===== src/rtl/bsg_print_stat_event_buffer_pkg.sv =====
// bsg_print_stat_pkg: kind/state enums and record-width helper; BSG_PRINT_STAT_DURATION_EN adds the duration field
package bsg_print_stat_pkg;

    localparam int kind_width_lp = 2;

    typedef enum logic [1:0] {STAT = 2'b00, START = 2'b01, END = 2'b10, RSVD = 2'b11} kind_e;

    typedef enum logic {IDLE = 1'b0, ACTIVE = 1'b1} state_e;

`ifdef BSG_PRINT_STAT_DURATION_EN
    localparam bit duration_en_lp = 1'b1;
`else
    localparam bit duration_en_lp = 1'b0;
`endif

    function automatic int record_width(int data_width, int ctr_width, bit duration_en);
        return kind_width_lp + data_width + ctr_width + (duration_en ? ctr_width : 0);
    endfunction

endpackage


===== src/rtl/bsg_print_stat_event_buffer_if.sv =====
// bsg_print_stat_event_buffer_if: event input, record output and status signals of the event buffer
interface bsg_print_stat_event_buffer_if #(
    parameter int data_width_p = 32,
    parameter int ctr_width_p  = 64
);
    import bsg_print_stat_pkg::*;

    localparam int record_width_lp = record_width(data_width_p, ctr_width_p, duration_en_lp);

    logic                       print_stat_v_i;
    logic [data_width_p-1:0]    print_stat_tag_i;
    logic [ctr_width_p-1:0]     global_ctr_i;
    logic                       v_o;
    logic [record_width_lp-1:0] data_o;
    logic                       yumi_i;
    logic [31:0]                drop_count_o;
    logic                       active_o;

    modport master (
        output print_stat_v_i, print_stat_tag_i, global_ctr_i, yumi_i,
        input  v_o, data_o, drop_count_o, active_o
    );

    modport slave (
        input  print_stat_v_i, print_stat_tag_i, global_ctr_i, yumi_i,
        output v_o, data_o, drop_count_o, active_o
    );

endinterface


===== src/rtl/bsg_print_stat_event_buffer_fifo.sv =====
// bsg_fifo_1r1w_small: power-of-2 depth FIFO with registered storage; accepts a write when full if the head is taken the same cycle
module bsg_fifo_1r1w_small #(
    parameter int els_p   = 16,
    parameter int width_p = 8
) (
    input  logic               clk_i,
    input  logic               reset_i,
    input  logic               v_i,
    input  logic [width_p-1:0] data_i,
    output logic               ready_o,
    output logic               v_o,
    output logic [width_p-1:0] data_o,
    input  logic               yumi_i
);

    localparam int ptr_w_lp = $clog2(els_p);

    logic [width_p-1:0]  mem [els_p];
    logic [ptr_w_lp-1:0] wptr, rptr;
    logic [ptr_w_lp:0]   count;
    logic                enq, deq;

    assign v_o     = count != '0;
    assign ready_o = (count != (ptr_w_lp+1)'(els_p)) | yumi_i;
    assign enq     = v_i & ready_o & ~reset_i;
    assign deq     = yumi_i & v_o & ~reset_i;
    assign data_o  = mem[rptr];

    // storage write at the tail
    always_ff @(posedge clk_i) begin
        if (enq) mem[wptr] <= data_i;
    end

    // pointers and occupancy
    always_ff @(posedge clk_i) begin
        if (reset_i) begin
            wptr  <= '0;
            rptr  <= '0;
            count <= '0;
        end else begin
            if (enq) wptr <= wptr + 1'b1;
            if (deq) rptr <= rptr + 1'b1;
            count <= count + (ptr_w_lp+1)'(enq) - (ptr_w_lp+1)'(deq);
        end
    end

endmodule


===== src/rtl/bsg_print_stat_event_buffer.sv =====
// bsg_print_stat_event_buffer: timestamps print-stat events into a FIFO, tracks kernel intervals; BSG_PRINT_STAT_DURATION_EN adds END durations
module bsg_print_stat_event_buffer
    import bsg_print_stat_pkg::*;
#(
    parameter int data_width_p = 32,
    parameter int ctr_width_p  = 64,
    parameter int els_p        = 16
) (
    input logic clk_i,
    input logic reset_i,
    bsg_print_stat_event_buffer_if.slave bus
);

    localparam int record_width_lp = record_width(data_width_p, ctr_width_p, duration_en_lp);

    kind_e                      kind;
    state_e                     state;
    logic                       active;
    logic                       enq_ready;
    logic                       drop;
    logic [31:0]                drop_count;
    logic [record_width_lp-1:0] record;

    assign kind = kind_e'(bus.print_stat_tag_i[data_width_p-1 -: kind_width_lp]);
    assign drop = bus.print_stat_v_i & ~enq_ready;

`ifdef BSG_PRINT_STAT_DURATION_EN
    logic [ctr_width_p-1:0] start_ts;
    logic [ctr_width_p-1:0] duration;

    assign duration = (state == ACTIVE && kind == END) ? bus.global_ctr_i - start_ts : '0;
    assign record   = {kind, bus.print_stat_tag_i, bus.global_ctr_i, duration};

    // latch the timestamp of every START, including re-STARTs while active
    always_ff @(posedge clk_i) begin
        if (reset_i) start_ts <= '0;
        else if (bus.print_stat_v_i && kind == START) start_ts <= bus.global_ctr_i;
    end
`else
    assign record = {kind, bus.print_stat_tag_i, bus.global_ctr_i};
`endif

    // interval FSM; advances on every event, dropped or not
    always_ff @(posedge clk_i) begin
        if (reset_i) begin
            state  <= IDLE;
            active <= 1'b0;
        end else if (bus.print_stat_v_i && kind == START) begin
            state  <= ACTIVE;
            active <= 1'b1;
        end else if (bus.print_stat_v_i && kind == END) begin
            state  <= IDLE;
            active <= 1'b0;
        end
    end

    // saturating count of events lost to a full FIFO
    always_ff @(posedge clk_i) begin
        if (reset_i) drop_count <= '0;
        else if (drop && drop_count != '1) drop_count <= drop_count + 1'b1;
    end

    assign bus.active_o     = active;
    assign bus.drop_count_o = drop_count;

    bsg_fifo_1r1w_small #(
        .els_p  (els_p),
        .width_p(record_width_lp)
    ) fifo (
        .clk_i  (clk_i),
        .reset_i(reset_i),
        .v_i    (bus.print_stat_v_i),
        .data_i (record),
        .ready_o(enq_ready),
        .v_o    (bus.v_o),
        .data_o (bus.data_o),
        .yumi_i (bus.yumi_i)
    );

endmodule


===== src/flat_wrapper.sv =====
// flat-port wrapper written by rule: the top's interface ports become plain ports
module bsg_print_stat_event_buffer_flat import bsg_print_stat_pkg::*;
#(
    parameter int data_width_p = 32,
    parameter int ctr_width_p  = 64,
    parameter int els_p        = 16
)
  (clk_i, reset_i, bus_print_stat_v_i, bus_print_stat_tag_i, bus_global_ctr_i, bus_yumi_i, bus_v_o, bus_data_o, bus_drop_count_o, bus_active_o);
  bsg_print_stat_event_buffer_if #(.data_width_p(data_width_p), .ctr_width_p(ctr_width_p)) bus_i ();
  input logic clk_i;
  input logic reset_i;
  input wire logic [$bits(bus_i.print_stat_v_i)-1:0] bus_print_stat_v_i;
  input wire logic [$bits(bus_i.print_stat_tag_i)-1:0] bus_print_stat_tag_i;
  input wire logic [$bits(bus_i.global_ctr_i)-1:0] bus_global_ctr_i;
  input wire logic [$bits(bus_i.yumi_i)-1:0] bus_yumi_i;
  output wire logic [$bits(bus_i.v_o)-1:0] bus_v_o;
  output wire logic [$bits(bus_i.data_o)-1:0] bus_data_o;
  output wire logic [$bits(bus_i.drop_count_o)-1:0] bus_drop_count_o;
  output wire logic [$bits(bus_i.active_o)-1:0] bus_active_o;
  assign bus_i.print_stat_v_i = bus_print_stat_v_i;
  assign bus_i.print_stat_tag_i = bus_print_stat_tag_i;
  assign bus_i.global_ctr_i = bus_global_ctr_i;
  assign bus_i.yumi_i = bus_yumi_i;
  assign bus_v_o = bus_i.v_o;
  assign bus_data_o = bus_i.data_o;
  assign bus_drop_count_o = bus_i.drop_count_o;
  assign bus_active_o = bus_i.active_o;
  bsg_print_stat_event_buffer #(.data_width_p(data_width_p), .ctr_width_p(ctr_width_p), .els_p(els_p)) u_core (.clk_i(clk_i), .reset_i(reset_i), .bus(bus_i));
endmodule

===== config.mk =====
export PLATFORM = sky130hd
export DESIGN_NAME = bsg_print_stat_event_buffer_flat
export DESIGN_NICKNAME = d
export VERILOG_FILES = /design/src/rtl/bsg_print_stat_event_buffer_pkg.sv /design/src/rtl/bsg_print_stat_event_buffer_if.sv /design/src/rtl/bsg_print_stat_event_buffer_fifo.sv /design/src/rtl/bsg_print_stat_event_buffer.sv /design/src/flat_wrapper.sv
export SDC_FILE = /design/constraint.sdc
export NUM_CORES = 1
export LEC_CHECK = 0
export ABC_AREA = 1
export BUFFER_PORTS_ARGS = -buffer_cell sky130_fd_sc_hd__buf_2
export CORE_ASPECT_RATIO = 0.75
export CORE_MARGIN = 2
export CORE_UTILIZATION = 56
export CTS_CLUSTER_DIAMETER = 100
export CTS_CLUSTER_SIZE = 14
export DETAILED_ROUTE_END_ITERATION = 6
export HOLD_SLACK_MARGIN = 0.08
export PLACE_DENSITY_LB_ADDON = 0.12
export REMOVE_ABC_BUFFERS = 1
export SETUP_SLACK_MARGIN = 0.05
export SLEW_MARGIN = 20
export SYNTH_ARGS = -nofsm -noshare
export SYNTH_HDL_FRONTEND = slang
export SYNTH_SLANG_ARGS = --single-unit

===== constraint.sdc =====
create_clock -name clk_i -period 5.4 [get_ports clk_i]
set_input_delay 0.27 -clock clk_i [delete_from_list [all_inputs] [get_ports clk_i]]
set_output_delay 0.27 -clock clk_i [all_outputs]
set_load 0.02 [all_outputs]

Yosys cells after proc, flatten, opt, wreduce, memory -nomap -nowiden
Memories as Yosys holds them, arrays and structs flattened. A register that Yosys moved wholly into a read port is not among the register bits.
Index checks and enable logic that the tools add are counted.
{ "word_totals": {"reg_bits": 46, "n_memories": 1, "output_inout_bits": 132, "mem_bits_rw": 1568, "wordCells": 34, "input_bits": 100} }
{ "classes": {"bitwise_logic": 8, "add_sub_neg": 5, "eq_ne": 4, "n_reduce_logical": 5, "mux": 6} }
{ "mem_list": {"columns": ["memory", "depth", "word_bits", "rd", "rd_ports_with_merged_regs", "write_ports", "line", "rtl"], "rows": [
  ["u_core.fifo.mem", 16, 98, 1, 1, 1, "bsg_print_stat_event_buffer_fifo.sv:18", "logic [width_p-1:0] mem [els_p];"]
]} }
{ "ops": {"columns": ["operator", "n"], "rows": [
  ["adder 32 x 1 -> 32 bit, second input constant", 1],
  ["!= test 32 bit, second input constant", 1],
  ["adder 4 x 1 -> 4 bit, second input constant", 2],
  ["two-way mux 4 bit", 2],
  ["adder 5 x 1 -> 5 bit", 1],
  ["bitwise AND 1 bit", 5],
  ["!= test 5 bit, second input constant", 1],
  ["nonzero test 5 bit", 1],
  ["subtractor 5 x 1 -> 5 bit", 1],
  ["two-way mux 1 bit", 4],
  ["logical AND 1 bit", 3],
  ["equality test 2 x 1 -> 1 bit, second input constant", 1],
  ["equality test 2 bit, second input constant", 1],
  ["inverter 1 bit", 2],
  ["nonzero test 2 bit", 1],
  ["OR 1 bit", 1]
]} }

Longest topological paths before layout
{ "depth": {"word_depth": 6, "depth_mapped": 14, "depth_no_buf": 14} }

Modules after synthesis
Synthesis repeated with hierarchy kept, for this count alone.
{ "unflattened": {"hier_cells": 6765, "area_unflattened_um2": 69843.2} }
{ "modules_own_cells": {"columns": ["module", "seq_area_each_um2", "cells_each", "instances", "area_each_um2"], "rows": [
  ["bsg_fifo_1r1w_small", 47425.5, 6446, 1, 67762.5],
  ["bsg_print_stat_event_buffer", 660.6, 319, 1, 2080.7]
]} }

Worst setup path before layout
Ideal clock, no wire load.
{ "synth_path": {"kind": "register to register", "start": "register u_core.fifo.count[2]", "end": "memory u_core.fifo.mem[11][0] in the netlist's numbering (enable)", "path_stages_with_launch": 8, "setup_slack_ns": -0.380, "synth_period_minus_slack_ns": 5.780, "n_path_buf": 0, "arrival_time_ns": 5.228, "required_ns": 4.848, "setup_time_ns": 0.552, "cell_sequence": "dfxtp_1 > inv_1 > ha_1 > nand3_1 > nand2_1 > nor2_1 > nand3_1 > nor2_1"} }
{ "synth_between": {"elab_chain_cells": 6} }
{ "synth_rtl": {"columns": ["item", "line", "rtl"], "rows": [
  ["start, declared", "bsg_print_stat_event_buffer_fifo.sv:20", "logic [ptr_w_lp:0] count;"],
  ["start signal, assigned", "bsg_print_stat_event_buffer_fifo.sv:43", "count <= count + (ptr_w_lp+1)'(enq) - (ptr_w_lp+1)'(deq);"],
  ["!= test 5 bit", "bsg_print_stat_event_buffer_fifo.sv:24", "assign ready_o = (count != (ptr_w_lp+1)'(els_p)) | yumi_i;"],
  ["OR 1 bit", "bsg_print_stat_event_buffer_fifo.sv:24", null],
  ["bitwise AND 1 bit (2 in series)", "bsg_print_stat_event_buffer_fifo.sv:25", "assign enq = v_i & ready_o & ~reset_i;"],
  ["two-way mux 1 bit", "bsg_print_stat_event_buffer_fifo.sv:31", "if (enq) mem[wptr] <= data_i;"],
  ["two-way mux 1 bit (not written as such)", "bsg_print_stat_event_buffer_fifo.sv:31", null],
  ["end, declared", "bsg_print_stat_event_buffer_fifo.sv:18", null]
]} }
No other way between the ends.

==> flow_summary.ini <==
[global_route]
grt_util_all_layers = 0.262
antenna_found_initial = 4
grt_pass1_wl_mm = 228
grt_overflow_total = 0
grt_pass1_vias = 37400
grt_max_degree = 210

[clock_tree]
cts_resized = 0
cts_buffer_depth = 3
htree_levels = 4
clockRootBuffer = clkbuf_16
hold_buffers = 101
cts.sinks = 1586
clock_latency_ps = 750
post_cts.repair.setup_buffers = 0
clk_pin_slew_ps = 70
cts_tree = yes
numCtsBuffers = 131

[synth]
synthCells = 4896
yosys-top-cells-area = edfxtp_1 (74%), nor2_1 (7.5%), o21ai_0 (6.1%)
synth_top_area_cell = edfxtp_1
synth_top_area_share = 0.736
ys_async_sr_fraction = 0
synth_seq_area_share = 0.752
syn_avg_cell_area_um2 = 12.8
yosysWarnings = 0
syn_area_um2 = 62700
synth.distinct_cells = 30
ys.flop_type = edfxtp_1
yosysMostFrequentCell = edfxtp_1
synth_edf_count = 1536
netlist_top_cells_count = edfxtp_1 (1,536), nor2_1 (1,261), o21ai_0 (764)
ys_ff_latch = 1586

[critical_path]
cpPeakStageDelay_ps = 790
crit_slowest_cell = dfxtp_4
path_class = flop to primary output
cp-end-kind = primary output
arrival_ps = 3570
worst-path-stages = 7
critical_path.top_delay_family = buffers and inverters
cp_num_buf_inv = 3
crit_fanout = 58
cpMostUsedCell = buf_4
cp_cell_sequence = buf_4, buf_4, o21ai_0, o211ai_1, nand3_1, nand2_1, buf_2
critical_path_required_ps = 5130
r2r_cells = 8
cp-start-kind = flop

[floorplan]
start_util = 0.563
dieHeight_um = 294
core_area_um2 = 111000
pin_count = 232
chipWidth_um = 390
dieArea_um2 = 115000
num_rows = 106

[power]
powerDensity_nw_per_um2 = 406
p_leak_nw = 22.3
ir_worst_vdd_mv = 0.298

[timing]
fin_crit_ps = 3840
grt_setup_unrepaired = no
finalSetupViolCount = 0
relSlewSlack = 0.252
worst_clock_skew_ps = 22.3
fin_crit_sh = 0.711
worst_pin_slew_ps = 1120
slew_violations = 0
max_freq_mhz = 261
hold_violations = 0

[detailed_routing]
routed_wl_mm = 151
routedWlPerCell_um = 23.0
vias = 39400
drt_iter0_drc = 4119
first_pass_iters = 5
ant_nets = 0
viasPerCell = 5.99
drc = 0

[hold_path]
min_path_type = primary input to flop
min_delay_path_depth = 2

[finish]
fillers = 8369
final_cell_count_no_fill = 6578
drive_above_1_share = 0.0918
utilization = 0.628
layout.nets = 5213
syn_to_final_growth_pct = 11.4

[place]
routabilityCongestion = 0.821
dp.cells = 6324
dp_hpwl_mm = 73.4
port_buffers = 231

[flow_run]
cap_violations = 0

[status]
status = finished, final reports clean
[report_power, final]
part	internal, mW	switching, mW
sequential	13.6	0.141
clock	4.50	4.03
combinational	1.82	4.24
[per-stage QoR]
stage / hold slack [ps] / setup WS (ps) / area, um2 / TNS (ps) / power (mW)
3_3_place_gp: 491 / 2040 / 65300 / 0 / 20.0
4_1_cts: 390 / 1500 / 69900 / 0 / 28.6
3_5_place_dp: 491 / 2010 / 65300 / 0 / 20.1
6_report: 441 / 1560 / 69900 / 0 / 28.4
5_1_grt: 441 / 1260 / 69900 / 0 / 29.7
2_1_floorplan: 339 / -26270 / 61300 / -3124040 / 18.3
[state kept, by name (all words and copies together), names as in the netlist, named ones only]
signal and flops:
u_core.bus.active_o 1, u_core.fifo.mem 1536, u_core.fifo.rptr 4, u_core.fifo.wptr 4, u_core.bus.drop_count_o 32, u_core.fifo.count 5
[worst paths after layout]
kind / from / end / slack (ps)
worst max-delay path: flop / bus_data_o[44] / 1560
worst min-delay path: bus_global_ctr_i[18] / u_core.fifo.mem[1][18] / 440
worst max register to register: u_core.fifo.count[2] / u_core.fifo.mem[1][0] / 2030
worst min register to register: u_core.bus.active_o / u_core.bus.active_o / 500
[worst register-to-register path: stages (launching register included)]
cell	delay, ps
dfxtp_1	350
inv_1	70
ha_1	230
nand3_1	130
nand2_1	150
nor2_1	330
nand2_1	330
nor2_4	790
buf_4	590
[layout by cell type (no fill, tap or decap), types with 2 or more instances in the layout]
cell and count:
ha_1 12, dfxtp_4 4, o21ai_0 764, xnor2_1 2, inv_1 35, buf_12 33, nor3_1 5, o211ai_1 384
inv_8 3, inv_6 5, nor2_4 16, clkbuf_1 10, nand2_1 212, dlygate4sd3_1 101, buf_4 35, dfxtp_1 46
clkbuf_16 137, nand4_1 4, edfxtp_1 1536, a21oi_1 36, nor2_2 3, buf_2 231, nand3_1 149, o21ai_1 98
xor2_1 5, nor2_1 1245
[routing by layer]
metal | up-vias | track usage | wire length [um]
li1 | 18200 | - | -
met1 | 19600 | 0.395 | 67800
met2 | 1362 | 0.405 | 70000
met3 | 196 | 0.0361 | 10300
met4 | 4 | 0.0712 | 2970
met5 | - | 0 | 22
[cells by family after synthesis]
logic type	after synthesis	share of synthesized area
and+or+nand+nor	1639	0.102
DFF	1586	0.752
AOI/OAI and AO/OA	1283	0.118
buffers and inverters	368	0.0251
adders and majority gates	13	0.00271
xor gates and xnor gates	7	0.000978
[cell type report]
class / count / area (um2) / share of cell area
flip-flops and latches: 1586 / 47100 / 0.675
inverters: 39 / 166 / 0.00238
clock buffers: 147 / 3470 / 0.0496
multi-input cells: 2942 / 14100 / 0.202
repair buffers: 400 / 3090 / 0.0442
diodes: 1 / 2.50 / 0.0000358
clock inverters: 5 / 46.3 / 0.000663
well taps: 1458 / 1820 / 0.0261
Note: power is estimated with default switching activity, not from simulation.
